## config.mk

```make
export PLATFORM = sky130hd
export DESIGN_NAME = comparator_bist_flat
export DESIGN_NICKNAME = d
export VERILOG_FILES = /design/src/rtl/comparator_bist_pkg.sv /design/src/rtl/comparator_bist_if.sv /design/src/rtl/comparator_bist_lfsr.sv /design/src/rtl/comparator_bist.sv /design/src/flat_wrapper.sv
export SDC_FILE = /design/constraint.sdc
export NUM_CORES = 1
export LEC_CHECK = 0
export CAP_MARGIN = 20
export CORE_ASPECT_RATIO = 1.5
export CORE_MARGIN = 2
export CORE_UTILIZATION = 56
export CTS_BUF_LIST = sky130_fd_sc_hd__clkbuf_8
export CTS_CLUSTER_SIZE = 25
export DETAILED_ROUTE_END_ITERATION = 10
export PLACE_DENSITY_LB_ADDON = 0.1
export SYNTH_ARGS = -nofsm -noshare
export SYNTH_HDL_FRONTEND = slang
export SYNTH_SLANG_ARGS = --single-unit
```

## constraint.sdc

```tcl
create_clock -name clk -period 6.4 [get_ports clk]
set_input_delay 0.96 -clock clk [delete_from_list [all_inputs] [get_ports clk]]
set_output_delay 0.96 -clock clk [all_outputs]
set_load 0.1 [all_outputs]
```

## src/rtl/comparator_bist_pkg.sv

```systemverilog
// Shared types, constants and the comparator reference model for the BIST engine.
package comparator_bist_pkg;

    typedef enum logic [2:0] {
        S_IDLE,
        S_APPLY,
        S_SETTLE,
        S_CHECK,
        S_DONE
    } bist_state_e;

    // Fibonacci taps for x^16+x^14+x^13+x^11+1 in a left-shifting register
    localparam logic [15:0] LFSR_TAPS = 16'hB400;
    localparam logic [15:0] IDX_NONE  = 16'hFFFF;

    // Expected cascadable-comparator outputs, returned as {lt, et, gt}
    function automatic logic [2:0] cmp_expected(input logic [7:0] a, input logic [7:0] b,
                                                input logic l, input logic e, input logic g);
        logic lt, et, gt;
        gt = (a > b) | ((a == b) & g);
        lt = (a < b) | ((a == b) & l);
        et = (a == b) & e;
        return {lt, et, gt};
    endfunction

endpackage

```

## src/rtl/comparator_bist_if.sv

```systemverilog
// Stimulus/response bundle between the BIST engine and the comparator under test.
interface comparator_bist_if #(
    parameter int WIDTH = 8
) ();
    logic [WIDTH-1:0] dut_a;
    logic [WIDTH-1:0] dut_b;
    logic             dut_l;
    logic             dut_e;
    logic             dut_g;
    logic             dut_lt;
    logic             dut_et;
    logic             dut_gt;

    // BIST side: drives operands and cascade inputs, observes results
    modport master (
        output dut_a, dut_b, dut_l, dut_e, dut_g,
        input  dut_lt, dut_et, dut_gt
    );

    // Comparator side
    modport slave (
        input  dut_a, dut_b, dut_l, dut_e, dut_g,
        output dut_lt, dut_et, dut_gt
    );
endinterface

```

## src/rtl/comparator_bist_lfsr.sv

```systemverilog
// 16-bit Fibonacci LFSR, shifting left with the feedback bit entering at bit 0.
module bist_lfsr16
    import comparator_bist_pkg::*;
#(
    parameter logic [15:0] RESET_VAL = 16'hACE1
) (
    input  logic        clk,
    input  logic        rst_n,
    input  logic        load,
    input  logic        step,
    input  logic [15:0] seed,
    output logic [15:0] state
);

    // Load has priority so a restart always begins from the seed
    always_ff @(posedge clk or negedge rst_n) begin
        if (!rst_n)    state <= RESET_VAL;
        else if (load) state <= seed;
        else if (step) state <= {state[14:0], ^(state & LFSR_TAPS)};
    end

endmodule

```

## src/rtl/comparator_bist.sv

```systemverilog
// BIST engine: applies LFSR vectors to a cascadable comparator, checks and logs errors.
module comparator_bist
    import comparator_bist_pkg::*;
#(
    parameter int          WIDTH         = 8,
    parameter int          NUM_VECTORS   = 256,
    parameter int          SETTLE_CYCLES = 2,
    parameter logic [15:0] LFSR_SEED     = 16'hACE1
) (
    input  logic               clk,
    input  logic               rst_n,
    input  logic               start,
    input  logic               abort,
    comparator_bist_if.master  dut_if,
    output logic               busy,
    output logic               done,
    output logic               pass,
    output logic [15:0]        err_count,
    output logic [15:0]        first_fail_idx
);

    localparam logic [3:0]  SETTLE_LOAD = 4'(SETTLE_CYCLES - 1);
    localparam logic [15:0] LAST_IDX    = 16'(NUM_VECTORS - 1);

    bist_state_e      state;
    logic [15:0]      k;
    logic [3:0]       settle_cnt;
    logic [15:0]      lfsr;
    logic             lfsr_load, lfsr_step;
    logic [WIDTH-1:0] vec_a, vec_b;
    logic [2:0]       exp_res;
    logic             mismatch;

    // Seed on every accepted start; advance once per checked vector
    assign lfsr_load = (state == S_IDLE || state == S_DONE) && start && !abort;
    assign lfsr_step = (state == S_CHECK) && !abort;

    bist_lfsr16 #(.RESET_VAL(LFSR_SEED)) u_lfsr (
        .clk   (clk),
        .rst_n (rst_n),
        .load  (lfsr_load),
        .step  (lfsr_step),
        .seed  (LFSR_SEED),
        .state (lfsr)
    );

    // Vector k: A from the low bits, B from the high bits, forced equal when k[3:2]==2'b11
    always_comb begin
        vec_a = lfsr[WIDTH-1:0];
        vec_b = (k[3:2] == 2'b11) ? lfsr[WIDTH-1:0] : lfsr[15 -: WIDTH];
    end

    // Reference model against the currently held drive values
    always_comb begin
        exp_res  = cmp_expected(8'(dut_if.dut_a), 8'(dut_if.dut_b),
                                dut_if.dut_l, dut_if.dut_e, dut_if.dut_g);
        mismatch = ({dut_if.dut_lt, dut_if.dut_et, dut_if.dut_gt} != exp_res);
    end

    assign pass = done && (err_count == 16'h0000);

    // Run sequencer; abort overrides everything but keeps the error log
    always_ff @(posedge clk or negedge rst_n) begin
        if (!rst_n) begin
            state          <= S_IDLE;
            k              <= '0;
            settle_cnt     <= '0;
            busy           <= 1'b0;
            done           <= 1'b0;
            err_count      <= '0;
            first_fail_idx <= IDX_NONE;
            dut_if.dut_a   <= '0;
            dut_if.dut_b   <= '0;
            dut_if.dut_l   <= 1'b0;
            dut_if.dut_e   <= 1'b0;
            dut_if.dut_g   <= 1'b0;
        end else if (abort) begin
            state <= S_IDLE;
            busy  <= 1'b0;
            done  <= 1'b0;
        end else begin
            case (state)
                S_IDLE, S_DONE: begin
                    if (start) begin
                        state          <= S_APPLY;
                        k              <= '0;
                        err_count      <= '0;
                        first_fail_idx <= IDX_NONE;
                        done           <= 1'b0;
                        busy           <= 1'b1;
                    end
                end
                S_APPLY: begin
                    dut_if.dut_a <= vec_a;
                    dut_if.dut_b <= vec_b;
                    dut_if.dut_l <= k[2];
                    dut_if.dut_e <= k[1];
                    dut_if.dut_g <= k[0];
                    settle_cnt   <= SETTLE_LOAD;
                    state        <= S_SETTLE;
                end
                S_SETTLE: begin
                    if (settle_cnt == 4'd0) state <= S_CHECK;
                    else                    settle_cnt <= settle_cnt - 4'd1;
                end
                S_CHECK: begin
                    if (mismatch) begin
                        if (err_count != 16'hFFFF)      err_count      <= err_count + 16'd1;
                        if (first_fail_idx == IDX_NONE) first_fail_idx <= k;
                    end
                    k <= k + 16'd1;
                    if (k == LAST_IDX) begin
                        state <= S_DONE;
                        busy  <= 1'b0;
                        done  <= 1'b1;
                    end else begin
                        state <= S_APPLY;
                    end
                end
                default: state <= S_IDLE;
            endcase
        end
    end

endmodule

```

## src/flat_wrapper.sv

```systemverilog
// flat-port wrapper written by rule: the top's interface ports become plain ports
module comparator_bist_flat import comparator_bist_pkg::*;
#(
    parameter int          WIDTH         = 8,
    parameter int          NUM_VECTORS   = 256,
    parameter int          SETTLE_CYCLES = 2,
    parameter logic [15:0] LFSR_SEED     = 16'hACE1
)
  (clk, rst_n, start, abort, busy, done, pass, err_count, first_fail_idx, dut_if_dut_a, dut_if_dut_b, dut_if_dut_l, dut_if_dut_e, dut_if_dut_g, dut_if_dut_lt, dut_if_dut_et, dut_if_dut_gt);
  comparator_bist_if #(.WIDTH(WIDTH)) dut_if_i ();
  input  logic clk;
  input  logic rst_n;
  input  logic start;
  input  logic abort;
  output logic busy;
  output logic done;
  output logic pass;
  output logic [15:0] err_count;
  output logic [15:0] first_fail_idx;
  output wire logic [$bits(dut_if_i.dut_a)-1:0] dut_if_dut_a;
  output wire logic [$bits(dut_if_i.dut_b)-1:0] dut_if_dut_b;
  output wire logic [$bits(dut_if_i.dut_l)-1:0] dut_if_dut_l;
  output wire logic [$bits(dut_if_i.dut_e)-1:0] dut_if_dut_e;
  output wire logic [$bits(dut_if_i.dut_g)-1:0] dut_if_dut_g;
  input wire logic [$bits(dut_if_i.dut_lt)-1:0] dut_if_dut_lt;
  input wire logic [$bits(dut_if_i.dut_et)-1:0] dut_if_dut_et;
  input wire logic [$bits(dut_if_i.dut_gt)-1:0] dut_if_dut_gt;
  assign dut_if_dut_a = dut_if_i.dut_a;
  assign dut_if_dut_b = dut_if_i.dut_b;
  assign dut_if_dut_l = dut_if_i.dut_l;
  assign dut_if_dut_e = dut_if_i.dut_e;
  assign dut_if_dut_g = dut_if_i.dut_g;
  assign dut_if_i.dut_lt = dut_if_dut_lt;
  assign dut_if_i.dut_et = dut_if_dut_et;
  assign dut_if_i.dut_gt = dut_if_dut_gt;
  comparator_bist #(.WIDTH(WIDTH), .NUM_VECTORS(NUM_VECTORS), .SETTLE_CYCLES(SETTLE_CYCLES), .LFSR_SEED(LFSR_SEED)) u_core (.clk(clk), .rst_n(rst_n), .start(start), .abort(abort), .dut_if(dut_if_i), .busy(busy), .done(done), .pass(pass), .err_count(err_count), .first_fail_idx(first_fail_idx));
endmodule
```

==> metrics.md, run 1 <==
| Metric | Value |
|---|---|
| Reg2Reg Setup Slack | 2.97 ns |
| P&R area growth vs syn | 17.9% |
| Setup TNS | 0 ns |
| Longest Clk Path Bufs | 2 |
| WL/cell | 18.0 um |
| Synthesized area | 4880 sq um |
| EDFF count, synth | 0 |
| Die Area | 9500 sq um |
| H-tree depth | 3 |
| Worst skew pair latency | 0.38 ns |
| Input/output buffers | 60 |
| Max stage delay on crit path | 0.95 ns |
| Vias in the first global route | 3966 |
| Max cap viols | 0 |
| Avg Cell Area, Syn | 10.1 sq um |
| Drt first pass iters | 5 |
| Cell accounting for the most synthesized area | dfrtp_1 |
| Crit path kind | in -> reg |
| CTS tree | done |
| Fin cells | 639 |
| Post_cts resized | 0 |
| Crit path max fanout | 24 |
| Clk root buf | clkbuf_8 |
| Period minus WS final | 3.77 ns |
| Clock transition at the registers of the reported paths | 0.09 ns |
| Sequential area share after synthesis | 0.478 |
| Crit path max-delay family | simple AND/OR/NAND/NOR gates |
| RSZ-0062 raised after global routing | false |
| Tot GR Track Use | 0.266 |
| Diode count | 0 |
| Chip height | 118 um |
| PwrDens | 347 nW/um^2 |
| Largest cells by area after synthesis | dfrtp_1 (35%), dfstp_2 (13%), o22a_1 (3.6%) |
| Yosys top cell area share | 0.348 |
| Hold Vio Cnt, Final | 0 |
| DRC viols | 0 |
| Max-slew violations | 0 |
| YS warnings | 0 |
| Fin crit share | 0.589 |
| First-pass GRT wire length | 19700 um |
| Setup bufs post-CTS | 0 |
| Initial Util | 0.577 |
| Floorplan Core Area | 8460 sq um |
| Num CTS Buffers | 9 |
| Clock Sinks | 92 |
| Initial drt markers | 350 |
| Pin count of the biggest net entering global routing | 64 |
| Maximum clock frequency | 265 MHz |
| Worst Path Buf+Inv | 1 |
| Syn Nets | 503 |
| Data arrival, critical path | 4.07 ns |
| Req. time, crit path | 6.70 ns |
| Vias/cell | 6.27 |
| Synth cell types | 64 |
| DP Wirelength | 8140 um |
| RePlAce Congestion | 0.864 |
| Power, Total | 0.00200 W |
| Top_reg_cell synth | dfrtp_1 |
| Hold slack | 0.500 ns |
| I/O pin total | 61 |
| Static Leak | 2.46 nW |
| Clock Skew | 0.0112 ns |
| Status | finished, final reports clean |
| Slowest-stage cell, CP | nor4bb_4 |
| VDD IR max | 0.350 mV |
| Most frequent cell after synthesis | dfrtp_1 |
| Final setup vio count | 0 |
| CTS Hold Bufs | 0 |
| Syn Inst Count | 484 |
| Synth Register Bits | 92 |
| Congestion Overflow GR | 0 |
| Async set or reset register ratio after synthesis | 1.00 |
| Most frequent cells after synthesis | dfrtp_1 (68), nand2_1 (35), nor2_1 (34) |
| DRT Wirelength | 11500 um |
| CP endpoint kind | flip-flop |
| HP Class | in -> async |
| Initial antenna violation count | 0 |
| Row count | 41 |
| Rel. slew slack | 0.310 |
| Fill count | 691 |
| Worst path cell trace | clkdlybuf4s50_1 -> nor4bb_4 -> nor2_2 -> nor3_4 -> nand4_2 -> or3_1 -> a21oi_1 |
| Fraction of layout cells with a size suffix above 1 | 0.124 |
| Chip width | 80.2 um |
| Post-route cell area | 5760 sq um |
| Crit start category | primary input |
| Placed insts | 623 |
| Detailed-route via count | 4004 |
| Slew @ Worst Pin | 1.03 ns |
| Placed inst area | 5520 sq um |
| Final net count | 546 |
| Antenna-violating nets left | 0 |
[power by group]
part           switching, W  internal [W]
clock network      0.000213      0.000242
registers         0.0000739      0.000665
logic              0.000581      0.000222
[routing by layer]
metal / vias to the layer above / GRT usage / wire [um]
li1: 1874 / - / -
met1: 1990 / 0.347 / 4850
met2: 121 / 0.434 / 5980
met3: 19 / 0.0466 / 412
met4: 0 / 0.109 / 272
met5: - / 0 / 0
[layout by cell type, fill, tap and decap left out, types with 6 or more instances in the layout]
cell             netlist  layout
a21oi_1               27      27
a22o_1                12      12
a31oi_1                6       6
and2_1                 9       9
clkbuf_8               0      11
clkdlybuf4s50_1        0      59
dfrtp_1               68      68
dfstp_2               24      24
ha_1                  12      12
inv_1                 22      22
mux2_2                11      11
mux2i_1                9       9
nand2_1               35      35
nand3_1               15      15
nand4_1               17      17
nor2_1                34      34
o211ai_1               6       6
o21ai_0               15      15
o22a_1                20      20
or3_1                 21      21
xor2_1                11      11
[cells by family after synthesis]
| group | share of synthesized area |
|---|---|
| fa+ha+maj | 0.0307 |
| mux | 0.0438 |
| simple gates | 0.192 |
| compound gates | 0.182 |
| xor+xnor | 0.0287 |
| buf+inv | 0.0453 |
| flops | 0.478 |
[stage by stage]
step | util | worst slack (ns)
after detailed placement | 0.652 | 2.23
after global routing | 0.680 | 2.37
after global placement | 0.652 | 2.33
final | 0.680 | 2.63
after floorplan | - | 3.19
after CTS | 0.680 | 2.64
[worst paths after layout]
check	from	to	cells after the start
setup reg to reg	u_core.state[0]	u_core.err_count[0]	6
max in group asynchronous	rst_n	u_core.dut_if.dut_b[3]	2
setup / recovery	abort	u_core.k[15]	7
hold reg to reg	u_core.u_lfsr.state[6]	u_core.u_lfsr.state[7]	2
hold / removal	rst_n	u_core.err_count[6]	1
min in group clk	u_core.u_lfsr.state[6]	u_core.u_lfsr.state[7]	2
[registers in the layout, summed over array words and instances (netlist names)]
register	flops
u_core.done	1
u_core.u_lfsr.state	16
u_core.dut_if.dut_l	1
u_core.dut_if.dut_a	8
u_core.k	16
u_core.err_count	16
u_core.dut_if.dut_e	1
u_core.first_fail_idx	16
u_core.settle_cnt	4
u_core.dut_if.dut_b	8
u_core.busy	1
u_core.dut_if.dut_g	1
u_core.state	3
[layout make-up]
class / count / area (sq um) / share of cell area
tap: 107 / 134 / 0.0233
multi-input combinational: 339 / 2350 / 0.408
inverter: 22 / 82.6 / 0.0143
clock buffer: 11 / 151 / 0.0263
timing repair buffer: 63 / 621 / 0.108
sequential: 92 / 2330 / 0.405
clock inverter: 5 / 83.8 / 0.0146
(Power assumes the default switching activity.)
==> inputs of run 2 (changes only) <==
CORE_UTILIZATION = 52   (was 56)
clock period = 3.4 ns   (was 6.4 ns; I/O delays follow)
==> metrics.md, run 2 (synthesis gave the netlist of run 1 again) <==
| Metric | Value |
|---|---|
| Crit start category | flip-flop |
| Chip height | 123 um (+3.6%) |
| Diode count | 0 (unchanged) |
| Top sig layer | met4 |
| Final net count | 556 (+1.8%) |
| Worst Path Buf+Inv | 1 (unchanged) |
| Pre-CTS WS | 0.411 ns (-1.82 ns) |
| Floorplan Core Area | 9200 sq um (+8.7%) |
| Final core occ | 0.629 (-0.0510) |
| Final worst setup slack | 0.408 ns (-2.22 ns) |
| Max cap viols | 0 (unchanged) |
| WL/cell | 17.9 um (-0.63%) |
| Data arrival, critical path | 3.30 ns (-0.77 ns) |
| CTS Hold Bufs | 0 (unchanged) |
| Clock transition at the registers of the reported paths | 0.09 ns (about the same) |
| Die Area | 10200 sq um (+7.4%) |
| Initial antenna violation count | 0 (unchanged) |
| Commonest cells after routing, fill and taps aside | dfrtp_1 (68), clkdlybuf4s50_1 (39), nand2_1 (35), nor2_1 (34), buf_4 (32) |
| Max-slew violations | 0 (unchanged) |
| Initial drt markers | 298 (-15%) |
| P&R area growth vs syn | 18.5% |
| Hold path depth | 2 |
| Reg2Reg Setup Slack | 0.41 ns (-2.56 ns) |
| Fraction of layout cells with a size suffix above 1 | 0.168 (+0.0438) |
| Drt first pass iters | 4 (-1) |
| Detail Route met2 WL | 6120 um (+2.2%) |
| Vias in the first global route | 3939 (-0.68%) |
| RSZ-0062 raised after global routing | false |
| RePlAce Congestion | 0.879 (+1.7%) |
| Crit path max-delay family | compound AO/OA/AOI/OAI gates |
| DRT Wirelength | 11700 um (+1.7%) |
| Worst path cell trace | inv_1 -> ha_1 -> and4_1 -> o2111ai_1 -> a32oi_1 -> mux2_2 -> a21oi_2 -> o22a_1 |
| Wire length on met3 | 320 um (-22%) |
| Row count | 43 (+4.9%) |
| Maximum clock frequency | 334 MHz |
| Setup bufs post-CTS | 0 (unchanged) |
| Period minus WS final | 2.99 ns |
| Max stage delay on crit path | 0.62 ns (-0.33 ns) |
| Post_cts resized | 0 (unchanged) |
| Setup TNS | 0 ns (unchanged) |
| Final setup vio count | 0 (unchanged) |
| PwrDens | 641 nW/um^2 (+85%) |
| Tot GR Track Use | 0.241 (-0.0256) |
| Clock Sinks | 92 (unchanged) |
| I/O pin total | 61 (unchanged) |
| Static Leak | 2.53 nW (+3.0%) |
| Status | finished, final reports clean |
| Worst r2r path cells | 8 (+2) |
| First-pass GRT wire length | 19600 um (-0.53%) |
| Req. time, crit path | 3.71 ns (-2.99 ns) |
| Hold_sp | u_core.u_lfsr.state[15] |
| Hold Vio Cnt, Final | 0 (unchanged) |
| FF-to-FF Start | u_core.dut_if.dut_b[6] |
| VDD IR max | 0.498 mV (+42%) |
| Rel. slew slack | 0.340 (+0.0307) |
| Worst hold path endpoint | u_core.u_lfsr.state[15] |
| Fill count | 789 (+14%) |
| Congestion Overflow GR | 0 (unchanged) |
| Fin crit share | 0.880 |
| Crit path kind | reg -> reg |
| Input/output buffers | 60 (unchanged) |
| Crit path max fanout | 21 (-13%) |
| Antenna-violating nets left | 0 (unchanged) |
| Post-Route M1 WL | 5020 um (+3.6%) |
| Pin count of the biggest net entering global routing | 86 (+34%) |
| HP Class | reg -> reg |
| CTS tree | done |
| Vias/cell | 6.12 (-2.3%) |
| DRC viols | 0 (unchanged) |
| H-tree depth | 3 (unchanged) |
| Detailed-route via count | 4003 (-0.025%) |
| Chip width | 83.1 um (+3.6%) |
| Initial Util | 0.531 (-0.0461) |
| Clk root buf | clkbuf_8 |
| Slowest-stage cell, CP | a21oi_2 |
| Slew @ Worst Pin | 0.986 ns (-0.0480 ns) |
| Num CTS Buffers | 9 (unchanged) |
| FF-to-FF End | u_core.first_fail_idx[6] |
| Worst skew pair latency | 0.36 ns (-0.02 ns) |
| Clock Skew | 0.00801 ns (-0.00322 ns) |
| CP endpoint kind | flip-flop |
| Longest Clk Path Bufs | 2 (unchanged) |
| DP Wirelength | 8260 um (+1.4%) |
| Most common cell after layout, fill and taps aside | dfrtp_1 |
## run 2: cell types whose count changed in the layout (fill, tap and decap cells not counted), sizes merged
cell / previous run / this run
buf: 4 / 33
clkinv: 1 / 0
dlygate4sd3: 0 / 1
clkbuf: 11 / 10
clkdlybuf4s50: 59 / 39
clkinvlp: 2 / 0
inv: 22 / 26
## run 2: worst max path at each step
| stage | from | to | slack [ns] | cells after the start |
|---|---|---|---|---|
| global placement | u_core.dut_if.dut_b[5] | u_core.first_fail_idx[10] | 0.50 | 9 |
| CTS | u_core.dut_if.dut_b[6] | u_core.first_fail_idx[10] | 0.41 | 8 |
| floorplan | u_core.dut_if.dut_b[6] | u_core.err_count[10] | 0.19 | 9 |
| global route | u_core.dut_if.dut_b[6] | u_core.first_fail_idx[14] | 0.16 | 8 |
| finish | u_core.dut_if.dut_b[6] | u_core.first_fail_idx[6] | 0.41 | 8 |
| detailed placement | u_core.dut_if.dut_b[5] | u_core.first_fail_idx[6] | 0.41 | 9 |
## run 2: cell type report
type / instances / area, sq um / share of cell area
well taps: 112 / 140 / 0.0242
repair buffers: 73 / 668 / 0.115
inverters: 22 / 82.6 / 0.0143
multi-input cells: 339 / 2350 / 0.406
clock inverters: 6 / 75.1 / 0.0130
flip-flops and latches: 92 / 2330 / 0.403
clock buffers: 10 / 138 / 0.0238
## run 2: metal layers
layer	global-route usage	vias to the layer above
li1	-	1897
met1	0.299	2008
met2	0.419	76
met3	0.0343	22
met4	0.106	0
met5	0	-
## run 2: tightest hold or removal path, cell delays in order (launching register included)
cell     delay, ns
dfstp_2       0.39
nand2_1       0.05
nand3_1       0.06
## run 2: per-stage QoR
| step | hold slack [ns] | instance area, sq um | instances | total power (W) |
|---|---|---|---|---|
| after floorplan | 0.214 | 4880 | 484 | 0.00254 |
| after global placement | 0.494 | 5540 | 636 | 0.00289 |
| after detailed placement | 0.504 | 5540 | 636 | 0.00292 |
| after CTS | 0.374 | 5750 | 652 | 0.00373 |
| after global routing | 0.517 | 5790 | 654 | 0.00390 |
| final | 0.513 | 5790 | 654 | 0.00371 |
## run 2: power by group
group | switching (W) | total (W) | internal [W]
clock network | 0.000371 | 0.000796 | 0.000425
registers | 0.000139 | 0.00139 | 0.00125
logic | 0.00109 | 0.00152 | 0.000426
